===== config.mk =====
export PLATFORM = sky130hd
export DESIGN_NAME = branch_predict_unit
export DESIGN_NICKNAME = d
export VERILOG_FILES = /design/src/rtl/branch_predict_unit.sv
export SDC_FILE = /design/constraint.sdc
export NUM_CORES = 2
export LEC_CHECK = 0
export ABC_CLOCK_PERIOD_IN_PS = 8500
export CAP_MARGIN = 40
export CORE_ASPECT_RATIO = 0.7
export CORE_UTILIZATION = 49
export DETAILED_ROUTE_END_ITERATION = 6
export PLACE_DENSITY = 0.69
export SETUP_SLACK_MARGIN = 0.3
export SLEW_MARGIN = 20
export SYNTH_ARGS = -nofsm -noshare
export SYNTH_HDL_FRONTEND = slang
export SYNTH_SLANG_ARGS = --single-unit

===== constraint.sdc =====
create_clock -name clk -period 8.5 [get_ports clk]
set_clock_uncertainty 0.15 [all_clocks]
set_input_delay 2.125 -clock clk [delete_from_list [all_inputs] [get_ports clk]]
set_output_delay 2.125 -clock clk [all_outputs]
set_load 0.1 [all_outputs]

===== src/rtl/branch_predict_unit.sv =====
// Branch resolution in EX plus a fetch-side predictor: a BHT of 2-bit saturating
// counters and a tagged, direct-mapped BTB, with a saturating mispredict counter.
module branch_predict_unit #(
    parameter int XLEN      = 32,
    parameter int BHT_IDX_W = 6,
    parameter int BTB_IDX_W = 4,
    parameter int TAG_W     = 8,
    parameter int CNT_W     = 16
) (
    input  logic             clk,
    input  logic             rst_n,
    input  logic [XLEN-1:0]  if_pc,
    output logic             if_pred_taken,
    output logic [XLEN-1:0]  if_pred_target,
    input  logic             ex_valid,
    input  logic [XLEN-1:0]  ex_pc,
    input  logic [XLEN-1:0]  ex_rs1,
    input  logic [XLEN-1:0]  ex_rs2,
    input  logic [4:0]       ex_brop,
    input  logic [XLEN-1:0]  ex_target,
    input  logic             ex_pred_taken,
    input  logic [XLEN-1:0]  ex_pred_target,
    output logic             ex_taken,
    output logic             ex_mispredict,
    output logic [XLEN-1:0]  ex_redirect_pc,
    output logic [CNT_W-1:0] mispredict_cnt
);
    localparam int BHT_N = 2 ** BHT_IDX_W;
    localparam int BTB_N = 2 ** BTB_IDX_W;

    logic [1:0]       bht_q        [BHT_N];
    logic [1:0]       bht_d        [BHT_N];
    logic             btb_valid_q  [BTB_N];
    logic             btb_valid_d  [BTB_N];
    logic [TAG_W-1:0] btb_tag_q    [BTB_N];
    logic [TAG_W-1:0] btb_tag_d    [BTB_N];
    logic [XLEN-1:0]  btb_target_q [BTB_N];
    logic [XLEN-1:0]  btb_target_d [BTB_N];
    logic             btb_jump_q   [BTB_N];
    logic             btb_jump_d   [BTB_N];
    logic [CNT_W-1:0] mispredict_cnt_q;
    logic [CNT_W-1:0] mispredict_cnt_d;

    logic [BHT_IDX_W-1:0] if_bht_idx;
    logic [BTB_IDX_W-1:0] if_btb_idx;
    logic [TAG_W-1:0]     if_tag;
    logic [BHT_IDX_W-1:0] ex_bht_idx;
    logic [BTB_IDX_W-1:0] ex_btb_idx;
    logic [TAG_W-1:0]     ex_tag;
    logic                 ex_act;
    logic                 is_jump;
    logic                 is_branch;
    logic                 ctl;
    logic                 unused_if_pc_bits;

    assign if_bht_idx = if_pc[BHT_IDX_W+1:2];
    assign if_btb_idx = if_pc[BTB_IDX_W+1:2];
    assign if_tag     = if_pc[BTB_IDX_W+TAG_W+1:BTB_IDX_W+2];
    assign ex_bht_idx = ex_pc[BHT_IDX_W+1:2];
    assign ex_btb_idx = ex_pc[BTB_IDX_W+1:2];
    assign ex_tag     = ex_pc[BTB_IDX_W+TAG_W+1:BTB_IDX_W+2];
    assign ex_act     = rst_n && ex_valid;
    assign mispredict_cnt = mispredict_cnt_q;
    assign unused_if_pc_bits = ^{if_pc[1:0], if_pc[XLEN-1:BTB_IDX_W+TAG_W+2]};

    // Lookup reads registered state only, so a same-cycle update is not visible here.
    always_comb begin
        if_pred_taken  = 1'b0;
        if_pred_target = '0;
        if (rst_n && btb_valid_q[if_btb_idx] && (btb_tag_q[if_btb_idx] == if_tag) &&
            (btb_jump_q[if_btb_idx] || bht_q[if_bht_idx][1])) begin
            if_pred_taken  = 1'b1;
            if_pred_target = btb_target_q[if_btb_idx];
        end
    end

    always_comb begin
        ex_taken  = 1'b0;
        is_branch = 1'b0;
        is_jump   = ex_act && ex_brop[4];
        if (is_jump) begin
            ex_taken = 1'b1;
        end else if (ex_act && ex_brop[3]) begin
            is_branch = 1'b1;
            case (ex_brop[2:0])
                3'b000:  ex_taken = (ex_rs1 == ex_rs2);
                3'b001:  ex_taken = (ex_rs1 != ex_rs2);
                3'b100:  ex_taken = ($signed(ex_rs1) <  $signed(ex_rs2));
                3'b101:  ex_taken = ($signed(ex_rs1) >= $signed(ex_rs2));
                3'b110:  ex_taken = (ex_rs1 <  ex_rs2);
                3'b111:  ex_taken = (ex_rs1 >= ex_rs2);
                default: is_branch = 1'b0;
            endcase
        end
        ctl            = is_jump || is_branch;
        ex_mispredict  = ctl && ((ex_taken != ex_pred_taken) ||
                                 (ex_taken && (ex_pred_target != ex_target)));
        ex_redirect_pc = '0;
        if (ex_act) begin
            ex_redirect_pc = ex_taken ? ex_target : (ex_pc + XLEN'(4));
        end
    end

    always_comb begin
        bht_d            = bht_q;
        btb_valid_d      = btb_valid_q;
        btb_tag_d        = btb_tag_q;
        btb_target_d     = btb_target_q;
        btb_jump_d       = btb_jump_q;
        mispredict_cnt_d = mispredict_cnt_q;
        if (is_jump) begin
            bht_d[ex_bht_idx] = 2'b11;
        end else if (is_branch) begin
            if (ex_taken && (bht_q[ex_bht_idx] != 2'b11)) begin
                bht_d[ex_bht_idx] = bht_q[ex_bht_idx] + 2'b01;
            end else if (!ex_taken && (bht_q[ex_bht_idx] != 2'b00)) begin
                bht_d[ex_bht_idx] = bht_q[ex_bht_idx] - 2'b01;
            end
        end
        // Not-taken branches leave the BTB alone so a learned target survives.
        if (ctl && ex_taken) begin
            btb_valid_d[ex_btb_idx]  = 1'b1;
            btb_tag_d[ex_btb_idx]    = ex_tag;
            btb_target_d[ex_btb_idx] = ex_target;
            btb_jump_d[ex_btb_idx]   = ex_brop[4];
        end
        if (ex_mispredict && (mispredict_cnt_q != {CNT_W{1'b1}})) begin
            mispredict_cnt_d = mispredict_cnt_q + CNT_W'(1);
        end
    end

    always_ff @(posedge clk) begin
        if (!rst_n) begin
            for (int i = 0; i < BHT_N; i++) begin
                bht_q[i] <= 2'b01;
            end
            for (int i = 0; i < BTB_N; i++) begin
                btb_valid_q[i]  <= 1'b0;
                btb_tag_q[i]    <= '0;
                btb_target_q[i] <= '0;
                btb_jump_q[i]   <= 1'b0;
            end
            mispredict_cnt_q <= '0;
        end else begin
            bht_q            <= bht_d;
            btb_valid_q      <= btb_valid_d;
            btb_tag_q        <= btb_tag_d;
            btb_target_q     <= btb_target_d;
            btb_jump_q       <= btb_jump_d;
            mispredict_cnt_q <= mispredict_cnt_d;
        end
    end
endmodule


Yosys cells after proc, flatten, opt, wreduce, memory -nomap -nowiden
Index checks and enable logic that the tools add are counted.

Word-level logic and storage cells: 230. Flip-flop bits (word level): 816. Output and inout port bits: 83. Input bits: 201.

Reductions and logical operators: 24. Add/sub/neg operators: 4. $lt $le $gt $ge: 10. Equal/unequal tests: 12. Multiplexer cells: 45. Bitwise logic cells: 6.

Operators by type and width (count): $bwmux 512 (1); $mux 128 (4); $bwmux 128 (3); $mux 32 (6); $bmux 32 s4 (1); $demux 32 s4 (1); $or 128x128->128 (1); $ge 32x32->1 (2); $lt 32x32->1 (2); $ne 32x32->1 (2); $add 32x3->32 const B (1); $bmux 8 s4 (1); $demux 8 s4 (1); $eq 32x32->1 (1); $bmux 2 s6 (2); $mux 8 (3); $add 16x1->16 const B (1); $bwmux 16 (1); $ne 16x16->1 const B (1); $or 16x16->16 (1); $ge 7x7->1 const B (2); $logic_and 1x1->1 (14); $not 6->7 (2); $demux 2 s6 (1); other kinds (23) (46).

Longest topological paths before layout
Depth in word-level cells: 10. Mapped depth: 19. Mapped depth without buffers: 15.

Worst setup path before layout
No wires, ideal clock.

Path type: input to output. From: in ex_rs2[31]. To: out ex_redirect_pc[7]. Required time: 6.225 ns. Setup slack: -0.788 ns. Path buffers: 1. Cell stages on the path: 14. Arrival: 7.013 ns. Path through: inv_1 -> ha_1 -> nand4_1 -> or4_4 -> nand2b_1 -> and3_1 -> a311oi_2 -> o211ai_1 -> nand2_1 -> nand2_2 -> inv_2 -> buf_2 -> nor3_1 -> nor3_1.

Word-level cells in the longest chain between the ends: 6. Elaborated cells on any way between the ends: 11. Classes of those cells: order compare (4); eq/ne (2); mux (5).

Ends and longest elaborated chain: from (decl) (line 18) `input logic [XLEN-1:0] ex_rs2,`; $ge 32x32->1, or another cell as far along (line 91) `3'b111: ex_taken = (ex_rs1 >= ex_rs2);`; $pmux 1 s6 (*) (line 85) `case (ex_brop[2:0])`; $mux 1 (*) (line 83) `end else if (ex_act && ex_brop[3]) begin`; $mux 1 (*) (line 81) `if (is_jump) begin`; named net ex_taken (line 23) `output logic ex_taken,`; $mux 32 (*) (line 100) `ex_redirect_pc = ex_taken ? ex_target : (ex_pc + XLEN'(4));`; $mux 32 (*) (line 99) `if (ex_act) begin`; to (decl) (line 25) `output logic [XLEN-1:0] ex_redirect_pc,`.

The timed path passes the listed nets; every way through them passes the cells marked *.

Final worst setup path
From: in ex_rs2[31]. To: out ex_redirect_pc[1].

Word-level cells in the longest chain between the ends: 6. Elaborated cells on any way between the ends: 11. Classes of those cells: order compare (4); eq/ne (2); mux (5).

Ends and longest elaborated chain (line): $ge 32x32->1, or another cell as far along (91); $pmux 1 s6 (*) (85); $mux 1 (*) (83); $mux 1 (*) (81); $mux 32 (*) (100); $mux 32 (*) (99).

Mark *: on every way between the ends. The rest lies on a longest branch, timed or not.

==> flow_summary.yaml <==
status:
  status: "finished with violations"
  violations: "DRC"
clocking:
  clkLatencyLatePin_ps: 640
  clk_root_buffer_cell: "clkbuf_16"
  numCtsBuffers: 75
  clock_path_buffers: 3
  cts.sinks: 816
  clk_pin_slew_worst_paths_ps: 70
  cts_tree: "yes"
  holdBufCountCts: 0
  htreeDepth: 3
placement:
  hpwlAfterDp_mm: 74.6
  placed_area_um2: 41200
  place.gp.congestion: 0.929
  port_buffers: 263
critical_path:
  required_ps: 6230
  critPathCaptureType: "primary output"
  arrival_ps: 5700
  path_class: "input pin to primary output"
  startpoint_type: "input pin"
  worstPathMaxFanout: 22
  regToRegSetupSlack_ps: 4220
global_route:
  grt_max_degree: 171
  antenna_found_initial: 2
  first_global_vias: 29000
  grt_pass1_wl_mm: 178
  grt_usage_pct: 30.2
  overflow: 0
drt:
  detail_route.wl_per_cell_um: 23.5
  drt_iter0_drc: 3494
  first_pass_iters: 7
  drt_wl_total_mm: 117
  vias: 31700
  ant_nets: 0
  drc: 2
  viasPerCell: 6.37
die:
  num_rows: 83
  fp.dieArea_um2: 75900
  initial_core_util_pct: 49.8
  ios: 284
  fp.dieW_um: 329
  die_y_um: 231
  core_um2: 73600
power_and_ir_drop:
  switching_share_pct: 25.3
  p_comb_share_pct: 9.8
  p_leak_uw: 0.0148
  design_power_total_uw: 8150
  vdd_drop_max_v: 0.000145
  internal_power_uw: 6090
  clockPowerShare_pct: 43.1
  p_sw_uw: 2060
  power_density_nw_per_um2: 186
  seqPwrFrac_pct: 47.1
final_layout:
  area_growth_pct: 19.8
  antenna_cells: 0
  fin_area_um2: 43900
  layout-drive-gt1-share_pct: 16.1
  layout.nets: 4180
job:
  max_cap_violations: 0
synth:
  synth_ff_type: "dfxtp_1"
  yosysUniqueCellTypes: 54
  syn_area_um2: 36700
  synthArstFlopShare_pct: 0
  syn_nets: 4151
  synthCells: 3911
  ys_seq_area_share_pct: 44.6
  synth_seq_cells: 816
  ys_warn_count: 0
  avgSynthCellArea_um2: 9.37
  synth_edf_count: 0
timing:
  worstMarginPinSlew_ps: 897
  max_freq_mhz: 125
  fin_crit_sh_pct: 93.8
  finalMaxSlewViolations: 0
  period_needed_ps: 7970
  rsz0062_at_grt: "false"
  maxSlewHeadroom_pct: 38.9
  hold_viol_final: 0
  setup_viol: 0
min_path:
  hold_class: "flop to flop"
## path summary, 6_finish.rpt
check | from | endpoint | cells past startpoint
worst min-delay path | btb_valid_q[6]$_SDFFE_PN0P_ | btb_valid_q[6]$_SDFFE_PN0P_ | 2
worst max register to register | bht_q[7]$_SDFFE_PN0P_ | bht_q[9]$_SDFFE_PN0P_ | 11
worst min register to register | btb_valid_q[6]$_SDFFE_PN0P_ | btb_valid_q[6]$_SDFFE_PN0P_ | 2
worst max-delay path | ex_rs2[31] | ex_redirect_pc[1] | 16
## layer usage
metal	track usage, %	share of wire [%]
met1	42.7	43
met2	45.2	44
met3	6.14	9.3
met4	11.5	3.9
met5	0	0
## worst max-delay path, cell delays in order
cell	delay [ps]
clkdlybuf4s50_1	520
inv_1	90
ha_4	300
nand4_1	110
or4_4	570
nand2b_1	210
and3_1	210
a311oi_2	290
o211ai_1	170
nand2_2	130
nand2_4	120
buf_12	220
inv_4	110
nand2_1	70
a21oi_2	220
buf_12	200
## timing repair
item | 4_1_cts | 5_1_grt
buffers inserted | 2 | 2
gates cloned | 0 | 1
endpoints found under the setup margin | 14 | 27
pin swaps | 1 | 3
gates resized for setup | 1 | 4
## registers in the layout, indices dropped and copies added, names as in the netlist
register,cells
btb_target_q,512
bht_q,128
btb_tag_q,128
btb_jump_q,16
btb_valid_q,16
mispredict_cnt,16
## placed cells by master, fill, tap and decap left out, drive strengths merged, types with 25 or more instances in the layout
| cell type | n |
|---|---|
| nand3 | 710 |
| ha | 39 |
| a41oi | 58 |
| clkbuf | 110 |
| o21ai | 719 |
| buf | 198 |
| nand4 | 25 |
| nor2 | 172 |
| nor2b | 37 |
| dfxtp | 816 |
| inv | 62 |
| clkdlybuf4s50 | 191 |
| a311oi | 34 |
| a211oi | 50 |
| a31oi | 58 |
| mux4 | 231 |
| a21oi | 92 |
| xor2 | 49 |
| nand2 | 98 |
| a22oi | 55 |
## Yosys cell counts (12+ instances only)
master / n / share of area (%)
buf_1: 103 / 1.1
nor2_1: 172 / 1.8
a22oi_1: 55 / 1.1
nor2b_1: 37 / 0.63
xor2_1: 49 / 1.2
mux2i_1: 15 / 0.41
a31oi_1: 58 / 0.99
a211oi_1: 49 / 1.0
a311oi_1: 33 / 0.79
a21oi_1: 92 / 1.3
inv_1: 59 / 0.60
nand2_1: 97 / 0.99
dfxtp_1: 816 / 45
nand4_1: 25 / 0.43
ha_1: 39 / 1.3
clkbuf_1: 279 / 2.9
nand3_1: 710 / 9.7
xnor2_1: 22 / 0.53
o21ai_0: 709 / 9.7
a41oi_1: 58 / 1.4
mux4_2: 231 / 14
or3_1: 12 / 0.20
buf_2: 53 / 0.72
nor3_1: 23 / 0.31
and3_1: 19 / 0.32
## cell families (layout without fill, tap and decap cells)
kind of cell	after synthesis	after routing	share of synthesized area, %
AND/OR/NAND/NOR	1133	1133	15.1
AO/OA/AOI/OAI	1105	1105	17.4
flip-flops	816	816	44.6
buffers and inverters	500	584	5.34
multiplexers	247	247	14.6
XOR/XNOR	71	71	1.70
adder cells (fa/ha/maj)	39	39	1.33
## final cells by class
cell class,instances,area [um^2]
Inverter,61,233
Clock inverter,24,322
Timing Repair Buffer,391,4740
Clock buffer,108,2190
Tap cell,977,1220
Fill cell,6135,29700
Multi-Input combinational cell,2595,18900
Sequential cell,816,16300
## power groups by stage
stage / Clock, uW / Combinational [uW] / Sequential [uW]
after global routing: 3690 / 841 / 3840
after global placement: 0 / 767 / 3930
final: 3510 / 799 / 3840
after detailed placement: 0 / 776 / 3930
after floorplan: 0 / 447 / 3930
after CTS: 3540 / 781 / 3840
## per-stage QoR
stage               cells  utilization (%)  worst slack (ps)  setup TNS [ps]  hold WS [ps]
detailed placement   4830             56.0               182               0           285
floorplan            3911                -              -587           -2350           272
finish               4972             59.7               528               0           294
global placement     4811             55.5               228               0           279
global route         4972             59.7               357               0           307
CTS                  4964             59.4               336               0           295
Note: power is estimated with default switching activity, not from simulation.
==> RTL change: new RTL, config.mk and constraints unchanged <==
Reset style: asynchronous (`rst_n`), changed in one clocked block.
--- a/src/rtl/branch_predict_unit.sv
+++ b/src/rtl/branch_predict_unit.sv
@@ -129,7 +129,7 @@
         end
     end
 
-    always_ff @(posedge clk) begin
+    always_ff @(posedge clk or negedge rst_n) begin
         if (!rst_n) begin
             for (int i = 0; i < BHT_N; i++) begin
                 bht_q[i] <= 2'b01;
Function: not settled (the Yosys comparison gave no result); the edit may change what the design does.
==> RTL change against the original RTL <==
  * Synthesized area rose by 10%
  * Final cell count down 16%
  * Hold slack improved by 0.021 ns
  * Sequential cell count unchanged
  * Wire length is 5.3% lower
  * Die area is 10% higher
  * Setup slack improved by 0.023 ns
  * Maximum frequency rose by 0.29%
  * Final area rose by 9.5%
Power is not compared: it rests on default switching activity, and its combinational part moved more than twofold at a synthesized area within 25%.
==> RTL change: results (changes against the original RTL) <==
----------------------------------------------------
[Status]
  Status ... completed

[Setup path]
  Data arrival, critical path ... 5.67 ns (-0.03 ns)
  Master of the slowest instance on the critical path ... sky130_fd_sc_hd__mux4_2
  Start point of the critical path ... if_pc[2]
  Largest stage delay on the critical path ... 0.59 ns (+0.02 ns)
  Critical path peak fanout ... 49 (+120%)
  Worst flop-to-flop path startpoint ... bht_q[0]$_DFFE_PN1P_

[Place]
  HPWL reported at the end of detailed placement ... 70.60 mm (-5.3%)
  Place WS ... 0.3624 ns (+0.1802 ns)
  RD Place Congestion ... 0.8339 (-10%)

[GRT]
  Wire length of the first global-routing pass ... 172.1 mm (-3.2%)
  Via count of the first global-routing pass ... 27930 (-3.8%)
  GRT Util Overall ... 0.2704 (-0.03122)
  Largest net degree at the start of global routing ... 207 (+21%)

[Final layout]
  Share of cells above drive strength 1 ... 0.4270 (+0.2655)
  Biggest registers after layout ... btb_target_q x512, bht_q x128, btb_tag_q x128
  Final nets ... 3294 (-21%)

[Route]
  Wire length after detailed routing ... 110.6 mm (-5.3%)
  Via density ... 6.302 (-1.1%)
  Initial detailed-routing violation count ... 2373 (-32%)

[Synth]
  Share of synthesized cell area in full adder, half adder and majority cells ... 0.01209 (-0.001215)
  Seq/Total Area, Yosys ... 0.5081 (+0.06254)
  Multiplexer share of the synthesized area ... 0.3168 (+0.1705)
  Net count after synthesis ... 3129 (-25%)
  Synthesized-area fraction occupied by ao, oa, aoi and oai cells ... 0.06714 (-0.1068)
  Fraction of synthesis flops using an asynchronous set or reset pin ... 1.000 (+1.000)
  Yosys warnings ... 0 (unchanged)
  Main area contributors after synthesis ... sky130_fd_sc_hd__dfrtp_1 47%, sky130_fd_sc_hd__mux2_2 17%, sky130_fd_sc_hd__mux4_2 13%
  Post-Synth XOR/XNOR Area ... 0.01780 (+0.0008400)
  Top post-synthesis cells by count ... 752 x sky130_fd_sc_hd__dfrtp_1, 626 x sky130_fd_sc_hd__mux2_2, 234 x sky130_fd_sc_hd__mux4_2, 197 x sky130_fd_sc_hd__clkbuf_1, 188 x sky130_fd_sc_hd__a31oi_1
  Unique masters post-synth ... 62 (+15%)

[Worst hold path]
  Hold Path Origin ... btb_valid_q[5]$_DFFE_PN0P_

[Timing]
  Worst slew slack as a fraction of its limit ... 0.4315 (+0.04259)

[Clocking]
  Total clock buffers created by CTS ... 79 (+5.3%)
  H-tree levels ... 3 (unchanged)

[Power and ir drop]
  Max VDD drop ... 0.1863 mV

----------------------------------------------------
[RTL change: cell count changes in the layout (fill, tap and decap cells not counted), moves of 130 or more]
cell,before,now
sky130_fd_sc_hd__a31oi_1,58,188
sky130_fd_sc_hd__dfrtp_1,0,752
sky130_fd_sc_hd__dfxtp_1,816,0
sky130_fd_sc_hd__mux2_2,1,626
sky130_fd_sc_hd__nand3_1,694,30
sky130_fd_sc_hd__o21ai_0,708,11
[RTL change: routing by layer]
layer  vias to the layer above  wire length, um  GRT usage
met4                         0             3372    0.07735
met1                     13970            48260     0.3898
met2                       952            52310     0.4219
met5                         -                0          0
met3                       204             6690    0.04637
li1                      11250                -          -
[RTL change: timing repair]
item                       4_1_cts  5_1_grt
gates resized for setup          0        2
setup endpoints to repair        0       29
setup buffers                    0        1
hold buffers                     0        0
[RTL change: layout make-up]
type | count | area (um2)
clock buffer | 110 | 2266
clock inverter | 32 | 404.1
multi-input combinational | 1706 | 18530
tap | 1068 | 1336
timing repair buffer | 404 | 4855
antenna | 2 | 5.005
fill | 6104 | 32910
sequential | 816 | 20500
inverter | 47 | 176.4
[RTL change: cells by family (layout without fill, tap and decap cells)]
family | after synthesis | after routing
mux | 902 | 902
flops | 816 | 816
compound gates | 386 | 386
buf+inv | 367 | 593
simple gates | 297 | 297
xor+xnor | 82 | 82
fa+ha+maj | 39 | 39
other cells | 0 | 2
[RTL change: through the flow]
step	hold slack, ns	total power [mW]	instance area (um2)	instances
3_5_place_dp	0.2997	6.346	45300	4036
4_1_cts	0.3188	10.00	47970	4178
5_1_grt	0.3273	10.33	48070	4184
6_report	0.3148	9.945	48070	4185
2_1_floorplan	0.2787	5.730	40500	2889
3_3_place_gp	0.2938	6.183	44770	4008
[RTL change: final timing paths]
kind | endpoint | slack [ns] | cells after the start
min in group asynchronous | bht_q[43]$_DFFE_PN0P_ | 1.31 | 1
worst min register to register | btb_valid_q[5]$_DFFE_PN0P_ | 0.31 | 1
worst max register to register | bht_q[105]$_DFFE_PN0P_ | 4.44 | 11
max in group asynchronous | btb_target_q[440]$_DFFE_PN0P_ | 4.71 | 5
worst min-delay path | btb_valid_q[5]$_DFFE_PN0P_ | 0.31 | 1
worst max-delay path | if_pred_target[1] | 0.55 | 10
[RTL change: power by group through the flow]
stage          Combinational (mW)  Sequential [mW]  Clock (mW)
6_report                     1.64             4.65        3.66
5_1_grt                      1.76             4.70        3.87
4_1_cts                      1.65             4.64        3.71
3_5_place_dp                 1.64             4.71           0
3_3_place_gp                 1.53             4.65           0
2_1_floorplan                1.04             4.69           0
[RTL change: critical path, delay by kind of cell]
family / cells / cell delay (ns)
XOR/XNOR: 1 / 0.16
AND/OR/NAND/NOR: 3 / 1.15
AO/OA/AOI/OAI: 1 / 0.11
buffers and inverters: 3 / 0.92
multiplexers: 2 / 1.15
